--- src/rtl/fp_add_arbiter_if.sv ---
// Request/adder/response bundle for fp_add_arbiter; slave = arbiter side, master = environment side.
// Carries doRspFlags only when FP_ADD_ARBITER_FLAGS_EN is defined.
interface fp_add_arbiter_if #(
  parameter int NREQ = 4,
  parameter int W    = 32,
  parameter int IDW  = 2
);
  logic [NREQ-1:0]   ciReqValid;
  logic [NREQ-1:0]   coReqReady;
  logic [NREQ*W-1:0] diReqA;
  logic [NREQ*W-1:0] diReqB;
  logic [NREQ-1:0]   ciReqADD_n;
  logic [W-1:0]      doAdA;
  logic [W-1:0]      doAdB;
  logic              coAdADD_n;
  logic [W-1:0]      diAdY;
  logic              coRspValid;
  logic              ciRspReady;
  logic [W-1:0]      doRspY;
  logic [IDW-1:0]    doRspId;
  logic              coBusy;
`ifdef FP_ADD_ARBITER_FLAGS_EN
  logic [3:0]        doRspFlags;
`endif

  modport slave (
    input  ciReqValid, diReqA, diReqB, ciReqADD_n, diAdY, ciRspReady,
    output coReqReady, doAdA, doAdB, coAdADD_n, coRspValid, doRspY, doRspId, coBusy
`ifdef FP_ADD_ARBITER_FLAGS_EN
    , output doRspFlags
`endif
  );

  modport master (
    output ciReqValid, diReqA, diReqB, ciReqADD_n, diAdY, ciRspReady,
    input  coReqReady, doAdA, doAdB, coAdADD_n, coRspValid, doRspY, doRspId, coBusy
`ifdef FP_ADD_ARBITER_FLAGS_EN
    , input doRspFlags
`endif
  );
endinterface

--- src/rtl/fp_add_arbiter.sv ---
// Round-robin sequencer sharing one combinational FP adder among NREQ requesters (multicycle adder path).
// Define FP_ADD_ARBITER_FLAGS_EN to add zero/inf/NaN/sign flags registered alongside the result.
module fp_add_arbiter #(
  parameter int LOGWIDTH  = 5,
  parameter int EXPWIDTH  = 8,
  parameter int MANTWIDTH = 23,
  parameter int NREQ      = 4,
  parameter int ADD_LAT   = 2
) (
  input logic             ciClk,
  input logic             ciRst_n,
  fp_add_arbiter_if.slave bus
);
  localparam int W    = 2 ** LOGWIDTH;
  localparam int IDW  = $clog2(NREQ);
  localparam int CNTW = 4;

  if (W != EXPWIDTH + MANTWIDTH + 1) begin : g_bad_format
    $error("fp_add_arbiter: 2**LOGWIDTH must equal EXPWIDTH+MANTWIDTH+1");
  end
  if (NREQ < 2 || NREQ > 16) begin : g_bad_nreq
    $error("fp_add_arbiter: NREQ must be in 2..16");
  end
  if (ADD_LAT < 1 || ADD_LAT > 15) begin : g_bad_lat
    $error("fp_add_arbiter: ADD_LAT must be in 1..15");
  end

  typedef enum logic [1:0] {IDLE, WAIT, RESP} state_t;

  state_t          state_q;
  logic [IDW-1:0]  ptr_q;
  logic [CNTW-1:0] cnt_q;
  logic [W-1:0]    ad_a_q;
  logic [W-1:0]    ad_b_q;
  logic            ad_sub_q;
  logic [W-1:0]    rsp_y_q;
  logic [IDW-1:0]  rsp_id_q;
  logic            rsp_vld_q;

  logic            gnt_vld;
  logic [IDW-1:0]  ptr_d;
  logic [IDW-1:0]  probe;
  logic            take_d;

`ifdef FP_ADD_ARBITER_FLAGS_EN
  logic [3:0]      rsp_fl_q;

  function automatic logic [3:0] fp_flags(input logic [W-1:0] y);
    logic exp_ones, exp_zero, frac_zero;
    exp_ones  = &y[W-2 -: EXPWIDTH];
    exp_zero  = ~|y[W-2 -: EXPWIDTH];
    frac_zero = ~|y[MANTWIDTH-1:0];
    return {y[W-1], exp_ones & ~frac_zero, exp_ones & frac_zero, exp_zero & frac_zero};
  endfunction

  assign bus.doRspFlags = rsp_fl_q;
`endif

  // Search ptr+1, ptr+2, ... modulo NREQ; the nearest set index is written last and wins.
  always_comb begin
    gnt_vld = 1'b0;
    ptr_d   = ptr_q;
    probe   = '0;
    for (int k = NREQ; k >= 1; k--) begin
      probe = IDW'((int'(ptr_q) + k) % NREQ);
      if (bus.ciReqValid[probe]) begin
        gnt_vld = 1'b1;
        ptr_d   = probe;
      end
    end
  end

  // A grant is taken from IDLE, or from RESP on the same edge as the response handshake.
  assign take_d = ciRst_n && gnt_vld &&
                  ((state_q == IDLE) || (state_q == RESP && bus.ciRspReady));

  assign bus.coReqReady = take_d ? (NREQ'(1) << ptr_d) : '0;
  assign bus.doAdA      = ad_a_q;
  assign bus.doAdB      = ad_b_q;
  assign bus.coAdADD_n  = ad_sub_q;
  assign bus.coRspValid = rsp_vld_q;
  assign bus.doRspY     = rsp_y_q;
  assign bus.doRspId    = rsp_id_q;
  assign bus.coBusy     = (state_q != IDLE);

  always_ff @(posedge ciClk or negedge ciRst_n) begin
    if (!ciRst_n) begin
      state_q   <= IDLE;
      ptr_q     <= IDW'(NREQ - 1);
      cnt_q     <= '0;
      ad_a_q    <= '0;
      ad_b_q    <= '0;
      ad_sub_q  <= 1'b0;
      rsp_y_q   <= '0;
      rsp_id_q  <= '0;
      rsp_vld_q <= 1'b0;
`ifdef FP_ADD_ARBITER_FLAGS_EN
      rsp_fl_q  <= '0;
`endif
    end else begin
      case (state_q)
        WAIT: begin
          if (cnt_q == '0) begin
            rsp_y_q   <= bus.diAdY;
`ifdef FP_ADD_ARBITER_FLAGS_EN
            rsp_fl_q  <= fp_flags(bus.diAdY);
`endif
            rsp_vld_q <= 1'b1;
            state_q   <= RESP;
          end else begin
            cnt_q <= cnt_q - CNTW'(1);
          end
        end
        RESP: begin
          if (bus.ciRspReady) begin
            rsp_vld_q <= 1'b0;
            state_q   <= IDLE;
          end
        end
        default: ;
      endcase
      // Overrides the RESP->IDLE move above for back-to-back operation.
      if (take_d) begin
        ad_a_q   <= bus.diReqA[ptr_d*W +: W];
        ad_b_q   <= bus.diReqB[ptr_d*W +: W];
        ad_sub_q <= bus.ciReqADD_n[ptr_d];
        rsp_id_q <= ptr_d;
        ptr_q    <= ptr_d;
        cnt_q    <= CNTW'(ADD_LAT - 1);
        state_q  <= WAIT;
      end
    end
  end
endmodule

--- src/flat_wrapper.sv ---
// flat-port wrapper written by rule: the top's interface ports become plain ports
module fp_add_arbiter_flat 
#(
  parameter int LOGWIDTH  = 5,
  parameter int EXPWIDTH  = 8,
  parameter int MANTWIDTH = 23,
  parameter int NREQ      = 4,
  parameter int ADD_LAT   = 2
)
  (ciClk, ciRst_n, bus_ciReqValid, bus_diReqA, bus_diReqB, bus_ciReqADD_n, bus_diAdY, bus_ciRspReady, bus_coReqReady, bus_doAdA, bus_doAdB, bus_coAdADD_n, bus_coRspValid, bus_doRspY, bus_doRspId, bus_coBusy);
  fp_add_arbiter_if #(.NREQ(NREQ), .W((32)), .IDW((2))) bus_i ();
  input logic ciClk;
  input logic ciRst_n;
  input wire logic [$bits(bus_i.ciReqValid)-1:0] bus_ciReqValid;
  input wire logic [$bits(bus_i.diReqA)-1:0] bus_diReqA;
  input wire logic [$bits(bus_i.diReqB)-1:0] bus_diReqB;
  input wire logic [$bits(bus_i.ciReqADD_n)-1:0] bus_ciReqADD_n;
  input wire logic [$bits(bus_i.diAdY)-1:0] bus_diAdY;
  input wire logic [$bits(bus_i.ciRspReady)-1:0] bus_ciRspReady;
  output wire logic [$bits(bus_i.coReqReady)-1:0] bus_coReqReady;
  output wire logic [$bits(bus_i.doAdA)-1:0] bus_doAdA;
  output wire logic [$bits(bus_i.doAdB)-1:0] bus_doAdB;
  output wire logic [$bits(bus_i.coAdADD_n)-1:0] bus_coAdADD_n;
  output wire logic [$bits(bus_i.coRspValid)-1:0] bus_coRspValid;
  output wire logic [$bits(bus_i.doRspY)-1:0] bus_doRspY;
  output wire logic [$bits(bus_i.doRspId)-1:0] bus_doRspId;
  output wire logic [$bits(bus_i.coBusy)-1:0] bus_coBusy;
  assign bus_i.ciReqValid = bus_ciReqValid;
  assign bus_i.diReqA = bus_diReqA;
  assign bus_i.diReqB = bus_diReqB;
  assign bus_i.ciReqADD_n = bus_ciReqADD_n;
  assign bus_i.diAdY = bus_diAdY;
  assign bus_i.ciRspReady = bus_ciRspReady;
  assign bus_coReqReady = bus_i.coReqReady;
  assign bus_doAdA = bus_i.doAdA;
  assign bus_doAdB = bus_i.doAdB;
  assign bus_coAdADD_n = bus_i.coAdADD_n;
  assign bus_coRspValid = bus_i.coRspValid;
  assign bus_doRspY = bus_i.doRspY;
  assign bus_doRspId = bus_i.doRspId;
  assign bus_coBusy = bus_i.coBusy;
  fp_add_arbiter #(.LOGWIDTH(LOGWIDTH), .EXPWIDTH(EXPWIDTH), .MANTWIDTH(MANTWIDTH), .NREQ(NREQ), .ADD_LAT(ADD_LAT)) u_core (.ciClk(ciClk), .ciRst_n(ciRst_n), .bus(bus_i));
endmodule
--- config.mk ---
export PLATFORM = sky130hd
export DESIGN_NAME = fp_add_arbiter_flat
export DESIGN_NICKNAME = d
export VERILOG_FILES = /design/src/rtl/fp_add_arbiter_if.sv /design/src/rtl/fp_add_arbiter.sv /design/src/flat_wrapper.sv
export SDC_FILE = /design/constraint.sdc
export NUM_CORES = 1
export LEC_CHECK = 0
export ABC_CLOCK_PERIOD_IN_PS = 2350
export CAP_MARGIN = 20
export CORE_AREA = 2 2 156 158
export CTS_CLUSTER_SIZE = 30
export DETAILED_ROUTE_END_ITERATION = 6
export DIE_AREA = 0 0 158 160
export SYNTH_ARGS = -nofsm -noshare
export SYNTH_HDL_FRONTEND = slang
export SYNTH_SLANG_ARGS = --single-unit
export TNS_END_PERCENT = 1
--- constraint.sdc ---
create_clock -name ciClk -period 2.35 [get_ports ciClk]
set_clock_uncertainty 0.2 [all_clocks]
set_input_delay 0.47 -clock ciClk [delete_from_list [all_inputs] [get_ports ciClk]]
set_output_delay 0.47 -clock ciClk [all_outputs]
set_load 0.05 [all_outputs]
==> out/metrics.cfg <==
[run_status]
status = finished with violations
failing_checks = setup timing

[cts]
cts.sinks = 108
clock_path_buffers = 2
inserted_clock_buffers = 9
cts-hold-fix-buffers = 0
cts_htree_levels = 3
cts.clk_slew.worst_paths_ns = 0.08
cts_tree = done
cts-root-buf = clkbuf_16
clock_insertion_delay_worst_skew_ns = 0.35

[power]
power_leakage_nw = 4.77
power.ir.vdd_worst_uv = 858
power-per-cell-area_nw_per_um2 = 1340
report.power.total_mw = 15.4

[worst_setup_path]
crit_slowest_cell = dfstp_2
criticalPathCategory = register to output port
startpoint_type = register
critPathMaxStageDelay_ns = 0.63
critical_path_required_ns = 1.68
critical_path.cell_chain = mux2i_2 > a221oi_4 > and3_4 > buf_12
crit_arrival_ns = 1.94
crit_fanout = 6
kind_of_capture_point_of_the_worst_setup_path = output port

[synthesis]
total_of_flip_flops_plus_latches_after_synthesis = 108
synth-compound-area-share = 0.151
count_of_yosys_warnings_during_synthesis = 0
seq_area_frac_synth = 0.446
syn-instance-count = 502
async_flop_share = 1.00
yosysUniqueCellTypes = 33
synth-xor-area-share = 0.00433
dominantRegCellSynth = dfrtp_1
synth_edf_count = 0
synth_top_family_by_area = multiplexers
synth_mux_area_frac = 0.277
synth_area_per_cell_um2 = 12.1
syn_nets = 806
synth_fa_ha_area_frac = 0.0103
synth-simple-area-share = 0.0646
netlist_area_um2 = 6060

[detailed_routing]
wl_met1_um = 9520
maxUsedRoutingLayer = met5
routed_via_density = 4.53
post_drt_wl_per_cell_um = 18.7
drt-initial-drc-count = 195
vias = 5716
met3_length_um = 1760
drc_errors = 0
antenna_left = 0
wl_met2_um = 12000
drt_pass1_iterations = 4
routed_wirelength_um = 23500

[floorplan]
die-area_um2 = 25300
placeableCoreArea_um2 = 23800
die_w_um = 158
die-height_um = 160
num_io_pins = 404
start_util = 0.255
rows = 57

[global_routing]
grt.total_usage = 0.181
wire_length_of_the_first_global_routing_pass_um = 35100
antenna_violations_before_repair = 1
grt_remaining_overflow = 0
vias_in_the_first_global_route = 6048
grt_max_degree = 109

[cells_and_area]
most-common-layout-cells = 388 x clkdlybuf4s50_1, 106 x dfrtp_1, 105 x mux2i_1, 72 x nor2_1, 46 x a221oi_2
multi_input_combinational_cell_area_um2 = 3350
diodes = 0
register_area_um2 = 2710
most_frequent_standard_cell_in_the_layout_excluding_fill_and_tap_cells = clkdlybuf4s50_1
area_growth_pct = 89.2
drive_above_1_share = 0.224
fillers = 2284
num-nets-final = 1236

[timing]
setup_total_negative_slack_ns = -1.70
final-max-slew-violation-count = 0
layout_worst_path_cycle_share = 1.11
finalHoldViolations = 0
finalWorstSetupSlack_ns = -0.257
grt_setup_unrepaired = true
report.final.setup_viol = 33
final_critical_period_ns = 2.61
achievable-frequency_mhz = 384
max_slew_margin = 0.593
tightest_slew_ns = 0.610

[place]
place.port_buffers = 403
routabilityCongestion = 0.783
dp_hpwl_um = 17800

[flow_run]
maxCapViolations = 0

[worst_hold_path]
hold_class = input port to asynchronous set/reset pin

-- stage by stage --
step                setup slack [ns]  hold WS, ns  instances  cell area (µm²)   util
floorplan                     -0.166      -0.0256        502             6130      -
global placement              -0.453        0.261       1242            10900  0.459
detailed placement            -0.493        0.276       1242            10900  0.459
CTS                           -0.264       0.0680       1261            11300  0.476
global route                  -0.333       0.0868       1261            11500  0.482
finish                        -0.257       0.0335       1261            11500  0.482
-- sequential cells by signal (all words and copies together) (netlist names) --
signal,cells
u_core.cnt_q,4
u_core.bus.doRspId,2
u_core.bus.doAdB,32
u_core.ptr_q,2
u_core.bus.doRspY,32
u_core.bus.doAdA,32
u_core.bus.coRspValid,1
u_core.state_q,2
u_core.bus.coAdADD_n,1
-- final cells by class --
class	count	share of cell area
Sequential cell	108	0.236
Timing Repair Buffer	461	0.407
Clock inverter	6	0.00698
Multi-Input combinational cell	345	0.292
Tap cell	324	0.0353
Clock buffer	10	0.0208
Inverter	7	0.00229
-- synthesized netlist by cell type (3+ instances only) --
| cell | n | area, µm² |
|---|---|---|
| mux2i_1 | 132 | 1320 |
| dfrtp_1 | 106 | 2650 |
| nor2_1 | 74 | 278 |
| a221oi_2 | 40 | 601 |
| mux2_2 | 32 | 360 |
| a221oi_1 | 26 | 228 |
| buf_2 | 19 | 95.1 |
| clkbuf_1 | 10 | 37.5 |
| buf_4 | 7 | 52.6 |
| inv_1 | 7 | 26.3 |
| buf_6 | 6 | 67.6 |
| ha_1 | 5 | 62.6 |
| a21o_1 | 4 | 30.0 |
| a21oi_1 | 3 | 15.0 |
| nand3_1 | 3 | 15.0 |
| nor3_1 | 3 | 15.0 |
| o21ai_0 | 3 | 15.0 |
-- routing by layer --
layer  track usage  vias up
met2         0.322      217
met4        0.0356        2
met3        0.0472       21
met1         0.220     2730
met5             0        -
li1              -     2746
-- power breakdown --
part	switching, mW	internal [mW]	leakage [nW]
sequential	0.529	2.80	1.23
clock	0.784	0.883	0.155
combinational	5.99	4.37	3.38
-- critical path, delay by kind of cell (launching register included) --
family,cells,cell delay (ns)
flops,1,0.63
compound gates,1,0.42
simple gates,1,0.28
mux,1,0.11
buf+inv,1,0.13
-- worst paths after layout --
path                                        from                     to  slack, ns  depth (start not counted)
setup / recovery                 u_core.ptr_q[0]      bus_coReqReady[2]      -0.26                          4
hold / removal                           ciRst_n  u_core.bus.doRspY[10]       0.03                          2
setup reg to reg                 u_core.ptr_q[0]    u_core.bus.doAdB[6]      -0.07                          7
hold reg to reg            u_core.bus.coRspValid  u_core.bus.coRspValid       0.29                          2
max in group asynchronous                ciRst_n   u_core.bus.doAdB[25]       1.45                          2
min in group ciClk         u_core.bus.coRspValid  u_core.bus.coRspValid       0.29                          2
-- what timing repair did --
action,CTS,global route
endpoints found under the setup margin,14,69
resized for setup,24,33
buffers inserted,4,0
hold endpoints to repair,0,0
pin swaps,7,5
-- logic make-up after synthesis --
logic type / Yosys count
muxes: 164
AOI/OAI and AO/OA: 80
adders and majority gates: 5
and+or+nand+nor: 93
xor gates and xnor gates: 3
DFF: 108
buffers and inverters: 49
Note: power is estimated with default switching activity, not from simulation.
